### src/rtl/via_bus_if.sv
// Request/response handshake plus adapter bus for the VIA register initiator.
// The master modport is the initiator's view. The slave modport is the requester/adapter view.
interface via_bus_if;
    logic       req_valid;
    logic       req_ready;
    logic       req_write;
    logic [3:0] req_addr;
    logic [7:0] req_wdata;
    logic       rsp_valid;
    logic [7:0] rsp_rdata;
    logic       rsp_error;
    logic [3:0] bus_register_select;
    logic       bus_chip_en;
    logic [7:0] bus_data_out;
    logic [7:0] bus_data_in;

    modport master (
        input  req_valid, req_write, req_addr, req_wdata, bus_data_in,
        output req_ready, rsp_valid, rsp_rdata, rsp_error,
               bus_register_select, bus_chip_en, bus_data_out
    );

    modport slave (
        output req_valid, req_write, req_addr, req_wdata, bus_data_in,
        input  req_ready, rsp_valid, rsp_rdata, rsp_error,
               bus_register_select, bus_chip_en, bus_data_out
    );
endinterface

### src/rtl/via_bus_initiator.sv
// Single-outstanding initiator that turns register requests into timed chip-enable
// accesses on a VIA-style adapter. It keeps write shadows so that reads re-drive the last value.
module via_bus_initiator #(
    parameter int HOLD_CYCLES  = 1,
    parameter int READ_LATENCY = 1
) (
    input logic       clk,
    input logic       reset,
    via_bus_if.master bus
);
    typedef enum logic [1:0] {IDLE, ACCESS, WAIT, RESP} state_t;

    state_t          state_reg;
    state_t          state_next;
    logic [3:0]      hold_cnt_reg;
    logic [2:0]      wait_cnt_reg;
    logic            write_reg;
    logic [1:0]      addr_reg;
    logic [7:0]      wdata_reg;
    logic [7:0]      rdata_reg;
    logic            error_reg;
    logic [3:0]      sel_reg;
    logic [3:0][7:0] shadow;

    logic accept;
    logic addr_legal;
    logic access_done;
    logic wait_done;

    assign accept      = bus.req_valid && bus.req_ready;
    assign addr_legal  = (bus.req_addr[3:2] == 2'b00);
    assign access_done = (state_reg == ACCESS) && (hold_cnt_reg == 4'd0);
    assign wait_done   = (state_reg == WAIT) && (wait_cnt_reg == 3'd0);

    always_ff @(posedge clk) begin
        if (reset) begin
            state_reg <= IDLE;
        end else begin
            state_reg <= state_next;
        end
    end

    always_comb begin
        state_next = state_reg;
        case (state_reg)
            IDLE:    if (accept) state_next = addr_legal ? ACCESS : RESP;
            ACCESS:  if (access_done) state_next = write_reg ? RESP : WAIT;
            WAIT:    if (wait_done) state_next = RESP;
            RESP:    state_next = IDLE;
            default: state_next = IDLE;
        endcase
    end

    always_comb begin
        bus.req_ready           = 1'b0;
        bus.bus_chip_en         = 1'b0;
        bus.bus_data_out        = 8'h00;
        bus.bus_register_select = sel_reg;
        bus.rsp_valid           = 1'b0;
        bus.rsp_rdata           = 8'h00;
        bus.rsp_error           = 1'b0;
        case (state_reg)
            IDLE: bus.req_ready = !reset;
            ACCESS: begin
                bus.bus_chip_en  = 1'b1;
                bus.bus_data_out = write_reg ? wdata_reg : shadow[addr_reg];
            end
            RESP: begin
                bus.rsp_valid = 1'b1;
                bus.rsp_rdata = rdata_reg;
                bus.rsp_error = error_reg;
            end
            default: ;
        endcase
    end

    // Request latch, access/wait counters and read-data capture.
    always_ff @(posedge clk) begin
        if (reset) begin
            hold_cnt_reg <= 4'd0;
            wait_cnt_reg <= 3'd0;
            write_reg    <= 1'b0;
            addr_reg     <= 2'd0;
            wdata_reg    <= 8'h00;
            rdata_reg    <= 8'h00;
            error_reg    <= 1'b0;
            sel_reg      <= 4'd0;
        end else begin
            if (accept) begin
                write_reg    <= bus.req_write;
                addr_reg     <= bus.req_addr[1:0];
                wdata_reg    <= bus.req_wdata;
                rdata_reg    <= 8'h00;
                error_reg    <= !addr_legal;
                hold_cnt_reg <= 4'(HOLD_CYCLES - 1);
                if (addr_legal) begin
                    sel_reg <= bus.req_addr;
                end
            end
            if (state_reg == ACCESS) begin
                if (hold_cnt_reg != 4'd0) begin
                    hold_cnt_reg <= hold_cnt_reg - 4'd1;
                end else begin
                    wait_cnt_reg <= 3'(READ_LATENCY - 1);
                end
            end
            if (state_reg == WAIT) begin
                if (wait_cnt_reg != 3'd0) begin
                    wait_cnt_reg <= wait_cnt_reg - 3'd1;
                end else begin
                    rdata_reg <= bus.bus_data_in;
                end
            end
        end
    end

    // Shadows commit only when a write's access phase completes, so an aborted write leaves them untouched.
    generate
        for (genvar gi = 0; gi < 4; gi++) begin : g_shadow
            logic [7:0] value_reg;
            always_ff @(posedge clk) begin
                if (reset) begin
                    value_reg <= 8'h00;
                end else if (access_done && write_reg && (addr_reg == 2'(gi))) begin
                    value_reg <= wdata_reg;
                end
            end
            assign shadow[gi] = value_reg;
        end
    endgenerate
endmodule

### src/flat_wrapper.sv
// flat-port wrapper written by rule: the top's interface ports become plain ports
module via_bus_initiator_flat 
#(
    parameter int HOLD_CYCLES  = 1,
    parameter int READ_LATENCY = 1
)
  (clk, reset, bus_req_valid, bus_req_write, bus_req_addr, bus_req_wdata, bus_bus_data_in, bus_req_ready, bus_rsp_valid, bus_rsp_rdata, bus_rsp_error, bus_bus_register_select, bus_bus_chip_en, bus_bus_data_out);
  via_bus_if bus_i ();
  input logic clk;
  input logic reset;
  input wire logic [$bits(bus_i.req_valid)-1:0] bus_req_valid;
  input wire logic [$bits(bus_i.req_write)-1:0] bus_req_write;
  input wire logic [$bits(bus_i.req_addr)-1:0] bus_req_addr;
  input wire logic [$bits(bus_i.req_wdata)-1:0] bus_req_wdata;
  input wire logic [$bits(bus_i.bus_data_in)-1:0] bus_bus_data_in;
  output wire logic [$bits(bus_i.req_ready)-1:0] bus_req_ready;
  output wire logic [$bits(bus_i.rsp_valid)-1:0] bus_rsp_valid;
  output wire logic [$bits(bus_i.rsp_rdata)-1:0] bus_rsp_rdata;
  output wire logic [$bits(bus_i.rsp_error)-1:0] bus_rsp_error;
  output wire logic [$bits(bus_i.bus_register_select)-1:0] bus_bus_register_select;
  output wire logic [$bits(bus_i.bus_chip_en)-1:0] bus_bus_chip_en;
  output wire logic [$bits(bus_i.bus_data_out)-1:0] bus_bus_data_out;
  assign bus_i.req_valid = bus_req_valid;
  assign bus_i.req_write = bus_req_write;
  assign bus_i.req_addr = bus_req_addr;
  assign bus_i.req_wdata = bus_req_wdata;
  assign bus_i.bus_data_in = bus_bus_data_in;
  assign bus_req_ready = bus_i.req_ready;
  assign bus_rsp_valid = bus_i.rsp_valid;
  assign bus_rsp_rdata = bus_i.rsp_rdata;
  assign bus_rsp_error = bus_i.rsp_error;
  assign bus_bus_register_select = bus_i.bus_register_select;
  assign bus_bus_chip_en = bus_i.bus_chip_en;
  assign bus_bus_data_out = bus_i.bus_data_out;
  via_bus_initiator #(.HOLD_CYCLES(HOLD_CYCLES), .READ_LATENCY(READ_LATENCY)) u_core (.clk(clk), .reset(reset), .bus(bus_i));
endmodule
### config.mk
export PLATFORM = sky130hd
export DESIGN_NAME = via_bus_initiator_flat
export DESIGN_NICKNAME = d
export VERILOG_FILES = /design/src/rtl/via_bus_if.sv /design/src/rtl/via_bus_initiator.sv /design/src/flat_wrapper.sv
export SDC_FILE = /design/constraint.sdc
export NUM_CORES = 1
export LEC_CHECK = 0
export CORE_UTILIZATION = 45
export CTS_BUF_LIST = sky130_fd_sc_hd__clkbuf_16
export DETAILED_ROUTE_END_ITERATION = 10
export PLACE_DENSITY = 0.7
export SYNTH_ARGS = -nofsm -noshare
export SYNTH_HDL_FRONTEND = slang
export SYNTH_SLANG_ARGS = --single-unit
### constraint.sdc
create_clock -name clk -period 4.35 [get_ports clk]
set_clock_uncertainty 0.1 [all_clocks]
set_input_delay 0.6525 -clock clk [delete_from_list [all_inputs] [get_ports clk]]
set_output_delay 0.6525 -clock clk [all_outputs]
set_load 0.02 [all_outputs]
# ---- After elaboration in Yosys (flattened, before gate mapping)
# Index checks and enable logic that the tools add are counted.
dict set report totals {
  out_inout_bits 24
  word_cells 69
  input_bits 24
  reg_bits 65
}
dict set report classes {
  n_reduce_logical 19
  n_addsub 2
  n_mux 25
  n_eq_ne 9
  order_cmp 1
}
# operator n
set ops {}
lappend ops {{$mux W8} 7}
lappend ops {{$bmux W8 S2} 1}
lappend ops {{$mux W3} 4}
lappend ops {{$mux W4} 3}
lappend ops {{$eq A2 B2 Y1 const B} 4}
lappend ops {{$logic_and A1 B1 Y1} 8}
lappend ops {{$mux W2} 4}
lappend ops {{$pmux W2 S4} 1}
lappend ops {{$logic_not A2 Y1} 3}
lappend ops {{$ne A2 B1 Y1 const B} 3}
lappend ops {{$mux W1} 5}
lappend ops {{$eq A2 B1 Y1 const B} 2}
lappend ops {{$logic_not A4 Y1} 1}
lappend ops {{$reduce_bool A4 Y1} 1}
lappend ops {{$sub A4 B1 Y4 const B} 1}
lappend ops {{$logic_not A3 Y1} 1}
lappend ops {{$lt A2 B3 Y1 const B} 1}
lappend ops {{$reduce_and A3 Y1} 1}
lappend ops {{$reduce_bool A3 Y1} 1}
lappend ops {{$sub A3 B1 Y3 const B} 1}
lappend ops {{$logic_not A1 Y1} 2}
lappend ops {{$reduce_and A2 Y1} 1}

# ---- Depth between registers and ports, before layout
# Gate-level depths: netlist of run 1.
dict set report logic_depth {
  ltp_word 6
  mapped_depth 6
  depth_no_buf 5
}

# ---- Worst setup path after synthesis of run 1
# OpenSTA, ideal clock, no wires.
dict set report synth_timing {
  path_type {register to output}
  from {register u_core.state_reg[1]}
  to {output bus_bus_data_out[0]}
  required_time_ps 3597
  path_stages_with_launch 6
  path_slack_ps 2208
  n_path_buf 1
  arrival_ps 1389
  cell_sequence {dfxtp_1 > inv_1 > ha_1 > clkbuf_1 > nand3_1 > nand2_1}
}
dict set report synth_between {
  elab_chain_len 2
}
# item line
set synth_rtl {}
lappend synth_rtl {{start, declared} via_bus_initiator.sv:13} ;# state_t state_reg;
lappend synth_rtl {{start signal, assigned} via_bus_initiator.sv:39} ;# state_reg <= state_next;
lappend synth_rtl {{$eq A2 B1 Y1} via_bus_initiator.sv:62} ;# case (state_reg)
lappend synth_rtl {{$mux W8} via_bus_initiator.sv:62}
lappend synth_rtl {{end, declared} flat_wrapper.sv:22} ;# output wire logic [$bits(bus_i.bus_data_out)-1:0] bus_bus_data_out;
# No other way between the ends.

# ---- Final worst setup path of run 1
dict set report layout_timing {
  from {register u_core.state_reg[1]}
  to {output bus_bus_data_out[3]}
}
# Same word-level chain as after synthesis.

==> summary.md, run 1 <==
| Metric | Value |
|---|---|
| Area of the core | `6390 µm²` |
| Nets | `between 400 and 500` |
| # setup viols final | `0` |
| GR Util met2 | `32.7%` |
| Post-synth top area share | `43.3%` |
| Clock buffer depth | `2` |
| Logic pwr share | `about a fifth` |
| Critical path endpoint category | `output pin` |
| Power density over the cells | `436 nW/µm²` |
| Clk slew on worst S/H paths | `0.05 ns` |
| N_diodes | `0` |
| Global routing usage on met3 | `between 4 and 5%` |
| Via count | `2405` |
| Remaining antenna violation count after routing | `0` |
| Slew margin rel. | `36.7%` |
| Clk pwr share | `38.3%` |
| Hold Buf Count CTS | `0` |
| Drc violations | `0` |
| EDFF count, synth | `0` |
| Setup TNS | `0 ns` |
| Leakage | `1.55 nW` |
| Critical Path RT | `about 3.6 ns` |
| Seq/Total Area, Yosys | `43.3%` |
| PortBufs | `47` |
| Setup repair bufs after CTS | `0` |
| Synth top area cells | `dfxtp_1 (43%), mux2i_1 (11%), nand2_1 (10%)` |
| Die area | `around 7000 µm²` |
| CTS buffer count | `9` |
| Final core utilization | `59.1%` |
| Share of layout cells above drive strength 1 | `8.00%` |
| Most used routing layer | `met2` |
| Critical path class | `reg -> out` |
| I/O Pins | `48` |
| Reg-to-reg endpoint | `u_core.g_shadow[0].value_reg[0]` |
| Final period util | `82.9%` |
| H-Tree Depth | `3` |
| Crit-path max FO | `17` |
| Clk_lat worst skew | `roughly 0.33 ns` |
| R2r setup slk | `around 1.8 ns` |
| TritonRoute pass-1 iters | `4` |
| Worst Hold Class | `reg -> reg` |
| Crit path DAT | `2.85 ns` |
| Type of origin of the critical path | `flip-flop` |
| Count leader, synth | `nand2_1` |
| Row Count | `29` |
| Slew Viols, Final | `0` |
| CP startpoint | `u_core.state_reg[1]` |
| Worst flop-to-flop path startpoint | `u_core.state_reg[1]` |
| NetSw | `0.494 mW` |
| Post-Syn Nets | `360` |
| Max reg flops | `32` |
| Synth warn | `0` |
| FFs w/ async S/R, synth | `0%` |
| Remaining global-route overflow | `0` |
| Final hold vios | `0` |
| Int Power | `1.15 mW` |
| Largest net degree at the start of global routing | `48` |
| Fill cells | `572` |
| Synth area leader | `dfxtp_1` |
| F_max | `roughly 280 MHz` |
| Die height | `83.7 µm` |
| Sequential Power Share | `42.3%` |
| Peak supply drop | `0.314 mV` |
| Hold depth | `2` |
| Inst Count DP | `roughly 440` |
| Routed len/inst | `14.5 µm` |
| FF-to-FF path depth | `5` |
| First-pass GRT wire length | `11200 µm` |
| Drt total wl | `between 6000 and 7000 µm` |
| Sw frac | `a little under a third` |
| Initial Util | `about 47%` |
| Post-Syn Area | `about 3000 µm²` |
| Die width | `83.7 µm` |
| Post-synth top cells | `nand2_1 (81), dfxtp_1 (65), mux2i_1 (34), nand3_1 (25), a21oi_1 (17)` |
| Cts repair resizes | `0` |
| RSZ-0062 raised after global routing | `no` |
| CTS tree | `built` |
| Final Non-Filler Cells | `452` |
| Status | `complete, no violations` |
| P&R area growth vs syn | `25.7%` |
| Critical Path Sink | `bus_bus_data_out[3]` |
| GP Congestion | `0.764` |
| Total GRT Usage | `20.1%` |
| Vias per std cell | `around 5.3` |
| #FFs+latches synth | `65` |
| CTS root buf | `clkbuf_16` |
| Pwr Total | `1.65 mW` |
| Distinct cells, synth | `40` |
| Initial antenna violation count | `0` |
| Worst-Margin Slew | `0.944 ns` |
| HPWL after DPL | `4280 µm` |
| Vias in the first global route | `roughly 2.4k` |
| Tmin final | `3.61 ns` |
| Iter 0 DRT Violations | `108` |
| Max Cap Viol | `0` |
| Dominant synthesized flop cell | `dfxtp_1` |
| Syn avg cell area | `around 9 µm²` |
| Syn Inst Count | `328` |
| GR Layer Usage met1 | `25.1%` |
| Clock sinks | `65` |
==> area by class of cell <==
| class | instances | area [µm²] | area share (%) |
|---|---|---|---|
| clock buffers | 9 | 225 | 5.97 |
| clock inverters | 7 | 40.0 | 1.06 |
| inverters | 9 | 33.8 | 0.895 |
| multi-input cells | 236 | 1590 | 42.2 |
| flip-flops and latches | 65 | 1300 | 34.5 |
| well taps | 77 | 96.3 | 2.55 |
| repair buffers | 49 | 485 | 12.9 |
==> power by group through the flow <==
stage	Sequential [mW]	Clock (mW)	Combinational [mW]
final	0.696	0.630	0.320
after global routing	0.704	0.674	0.354
after CTS	0.696	0.642	0.323
after detailed placement	0.708	0	0.321
after global placement	0.707	0	0.316
after floorplan	0.680	0	0.241
==> layout by cell type, fill, tap and decap left out, drive strengths merged, types with 2 or more instances in the layout <==
cell type       n
a21oi          17
and2           11
and3b           3
buf             2
clkbuf          9
clkdlybuf4s50  47
clkinv          5
dfxtp          65
ha              8
inv            11
mux2i          34
mux4            8
nand2          81
nand2b          2
nand3          25
nand3b          2
nand4           2
nor2            2
nor2b           6
nor3            2
nor3b           2
o211ai          4
o21ai          10
o31ai           3
or3             2
==> per-layer routing <==
layer / part of all wire [%] / up-vias
li1: - / 1219
met1: 48 / 1117
met2: 46 / 57
met3: 4.7 / 12
met4: 2.1 / 0
met5: 0 / -
==> worst min-delay path by stage <==
stage,end,startpoint
6_report,u_core.g_shadow[3].value_reg[1],u_core.g_shadow[3].value_reg[1]
3_3_place_gp,u_core.g_shadow[1].value_reg[4],u_core.g_shadow[1].value_reg[4]
2_1_floorplan,u_core.g_shadow[1].value_reg[7],u_core.g_shadow[1].value_reg[7]
5_1_grt,u_core.rdata_reg[7],u_core.rdata_reg[7]
4_1_cts,u_core.g_shadow[1].value_reg[1],u_core.g_shadow[1].value_reg[1]
3_5_place_dp,u_core.bus.bus_register_select[2],u_core.bus.bus_register_select[2]
==> cell families after synthesis <==
group / count (synthesis) / synth area share (%)
multiplexers: 42 / 17.3
adder cells (fa/ha/maj): 8 / 3.33
AO/OA/AOI/OAI: 38 / 7.38
AND/OR/NAND/NOR: 147 / 24.7
flip-flops: 65 / 43.3
buffers and inverters: 27 / 3.62
XOR/XNOR: 1 / 0.292
==> worst max-delay path: stages, from the launching register on <==
cell             delay (ns)
dfxtp_1                0.34
inv_1                  0.11
ha_1                   0.64
nor2b_1                0.64
nand2_1                0.11
nand2_1                0.09
clkdlybuf4s50_1        0.60
==> through the flow <==
stage / worst slack, ns / cell area, µm² / hold slack, ns
6_report: 0.744 / 3770 / 0.358
3_5_place_dp: 1.05 / 3510 / 0.351
4_1_cts: 0.717 / 3770 / 0.359
5_1_grt: 0.545 / 3770 / 0.380
2_1_floorplan: 2.21 / 3000 / 0.332
3_3_place_gp: 1.13 / 3510 / 0.340
Power figures use the tool's default switching activity.
==> run 2, diff against run 1 <==
==> constraint.sdc (replaced) <==
create_clock -name clk -period 3.55 [get_ports clk]
set_clock_uncertainty 0.1 [all_clocks]
set_input_delay 0.5325 -clock clk [delete_from_list [all_inputs] [get_ports clk]]
set_output_delay 0.5325 -clock clk [all_outputs]
set_load 0.02 [all_outputs]
==> run 2 against run 1 <==
Combinational power up 23%. Die area unchanged. Clock power up 22%. Via count up 0.17%. Global-route usage up 0.39 points. Critical path depth down 2. Setup slack worse by 0.14 ns. Routed wire length down 0.11%. Core utilization up 0.12 points. Sequential power up 22%. Register-to-register slack worse by 0.50 ns. Largest power group unchanged.
==> summary.md, run 2 (synthesis results as in run 1) <==
| Metric | Value |
|---|---|
| HPWL after DPL | `approximately 4400 µm` |
| Final Non-Filler Cells | `453` |
| Leading cell type in the layout, fill and taps excluded | `nand2_1` |
| Largest stage delay, worst path | `around 0.75 ns` |
| Remaining antenna violation count after routing | `0` |
| Iter 0 DRT Violations | `92` |
| Final hold vios | `0` |
| Initial antenna violation count | `0` |
| Slowest-stage cell, CP | `dfxtp_1` |
| Worst Hold Class | `reg -> reg` |
| CTS buffer count | `9` |
| Hold depth | `2` |
| N_diodes | `0` |
| Initial Util | `between 40% and 50%` |
| Via count | `2409` |
| Cts repair resizes | `0` |
| Die height | `83.7 µm` |
| Worst-Margin Slew | `a little over 0.9 ns` |
| Drt total wl | `about 6500 µm` |
| Final worst slack | `0.600 ns` |
| RSZ-0062 raised after global routing | `no` |
| Setup TNS | `0 ns` |
| CTS tree | `built` |
| CP most frequent cell | `nand2_1` |
| Area of the core | `6390 µm²` |
| Row Count | `29` |
| Power density over the cells | `532 nW/µm²` |
| Pwr Total | `2.01 mW` |
| Vias per std cell | `about 5.3` |
| Tmin final | `2.95 ns` |
| Routed len/inst | `about 14 µm` |
| Critical path class | `reg -> out` |
| Vias in the first global route | `about 2.4k` |
| Worst hold path startpoint | `u_core.g_shadow[2].value_reg[3]` |
| H-Tree Depth | `3` |
| CTS root buf | `clkbuf_16` |
| Setup repair bufs after CTS | `0` |
| F_max | `between 300 and 400 MHz` |
| Peak supply drop | `0.378 mV` |
| R2r setup slk | `~1.3 ns` |
| Die area | `~7000 µm²` |
| Largest net degree at the start of global routing | `48` |
| TritonRoute pass-1 iters | `4` |
| Nets | `403` |
| Clk slew on worst S/H paths | `roughly 0.050 ns` |
| Most frequent cells in the layout | `nand2_1 (81), dfxtp_1 (65), clkdlybuf4s50_1 (47)` |
| Share of layout cells above drive strength 1 | `8.24%` |
| I/O Pins | `48` |
| PortBufs | `47` |
| # setup viols final | `0` |
| Critical Path RT | `between 2 and 3 ns` |
| Status | `complete, no violations` |
| Die width | `83.7 µm` |
| Max Cap Viol | `0` |
| Clock sinks | `between 60 and 70` |
| Crit-path max FO | `13` |
| Reg-to-reg endpoint | `u_core.g_shadow[0].value_reg[0]` |
| Slew margin rel. | `a little under two fifths` |
| Remaining global-route overflow | `0` |
| FF-to-FF path depth | `6` |
| Max reg flops | `32` |
| Clock buffer depth | `2` |
| Inst Count DP | `437` |
| Final period util | `83.1%` |
| Type of origin of the critical path | `flip-flop` |
| Area after DPL | `3520 µm²` |
| CP cell instances | `mux4_2 > nand2_1 > nand2_1 > clkdlybuf4s50_1` |
| Slew Viols, Final | `0` |
| Crit path DAT | `2.32 ns` |
| P&R area growth vs syn | `26.0%` |
| First-pass GRT wire length | `11300 µm` |
| GP Congestion | `between 0.7 and 0.8` |
| Leakage | `1.54 nW` |
| Dpl ws | `0.909 ns` |
| Drc violations | `0` |
| Design area | `around 3800 µm²` |
| Worst flop-to-flop path startpoint | `u_core.state_reg[1]` |
| Critical path endpoint category | `output pin` |
| Worst Hold Path EP | `u_core.g_shadow[2].value_reg[3]` |
| CP startpoint | `u_core.addr_reg[0]` |
| Total GRT Usage | `20.4%` |
| Hold Buf Count CTS | `0` |
| Clk_lat worst skew | `0.32 ns` |
==> run 2: cell count changes in the layout (fill, tap and decap cells not counted) <==
| cell | previous run | this run |
|---|---|---|
| clkinvlp_4 | 0 | 3 |
| buf_4 | 2 | 3 |
| clkinv_2 | 3 | 2 |
| clkinv_4 | 2 | 0 |
==> run 2: final cells by class <==
cell class | instances | area (µm²)
clock inverters | 7 | 40.0
inverters | 9 | 33.8
multi-input cells | 236 | 1590
clock buffers | 9 | 225
flip-flops and latches | 65 | 1300
repair buffers | 50 | 493
fillers | 579 | 2600
well taps | 77 | 96.3
==> run 2: routing by layer <==
metal  routed length [µm]  track usage (%)  share of wire, %  vias up
li1                     -                -                 -     1230
met1                 3150             28.0                48     1123
met2                 3110             31.2                47       54
met3                  271             5.74               4.1        2
met4                   19             6.47              0.29        0
met5                    0                0                 0        -
==> run 2: worst max-delay path: cells and delay by family, from the launching register on <==
| kind | cells | cell delay (ns) |
|---|---|---|
| buf+inv | 1 | 0.53 |
| flops | 1 | 0.75 |
| mux | 1 | 0.59 |
| simple gates | 2 | 0.13 |
==> run 2: how the worst max path moves through the flow <==
stage	endpoint	cells after the start
final	bus_bus_data_out[2]	4
after CTS	bus_bus_data_out[2]	4
after detailed placement	bus_bus_data_out[2]	4
after global placement	bus_bus_data_out[3]	4
after global routing	bus_bus_data_out[1]	4
after floorplan	bus_bus_data_out[0]	5
==> run 2: through the flow <==
| stage | hold slack (ns) | util [%] |
|---|---|---|
| 6_report | 0.358 | 59.2 |
| 5_1_grt | 0.379 | 59.2 |
| 4_1_cts | 0.359 | 59.2 |
| 3_5_place_dp | 0.352 | 55.1 |
| 3_3_place_gp | 0.339 | 55.1 |
| 2_1_floorplan | 0.332 | - |
==> run 2: power breakdown <==
| part | switching [mW] | internal, mW |
|---|---|---|
| combinational | 0.232 | 0.163 |
| sequential | 0.0647 | 0.788 |
| clock | 0.304 | 0.463 |
| total | 0.601 | 1.41 |
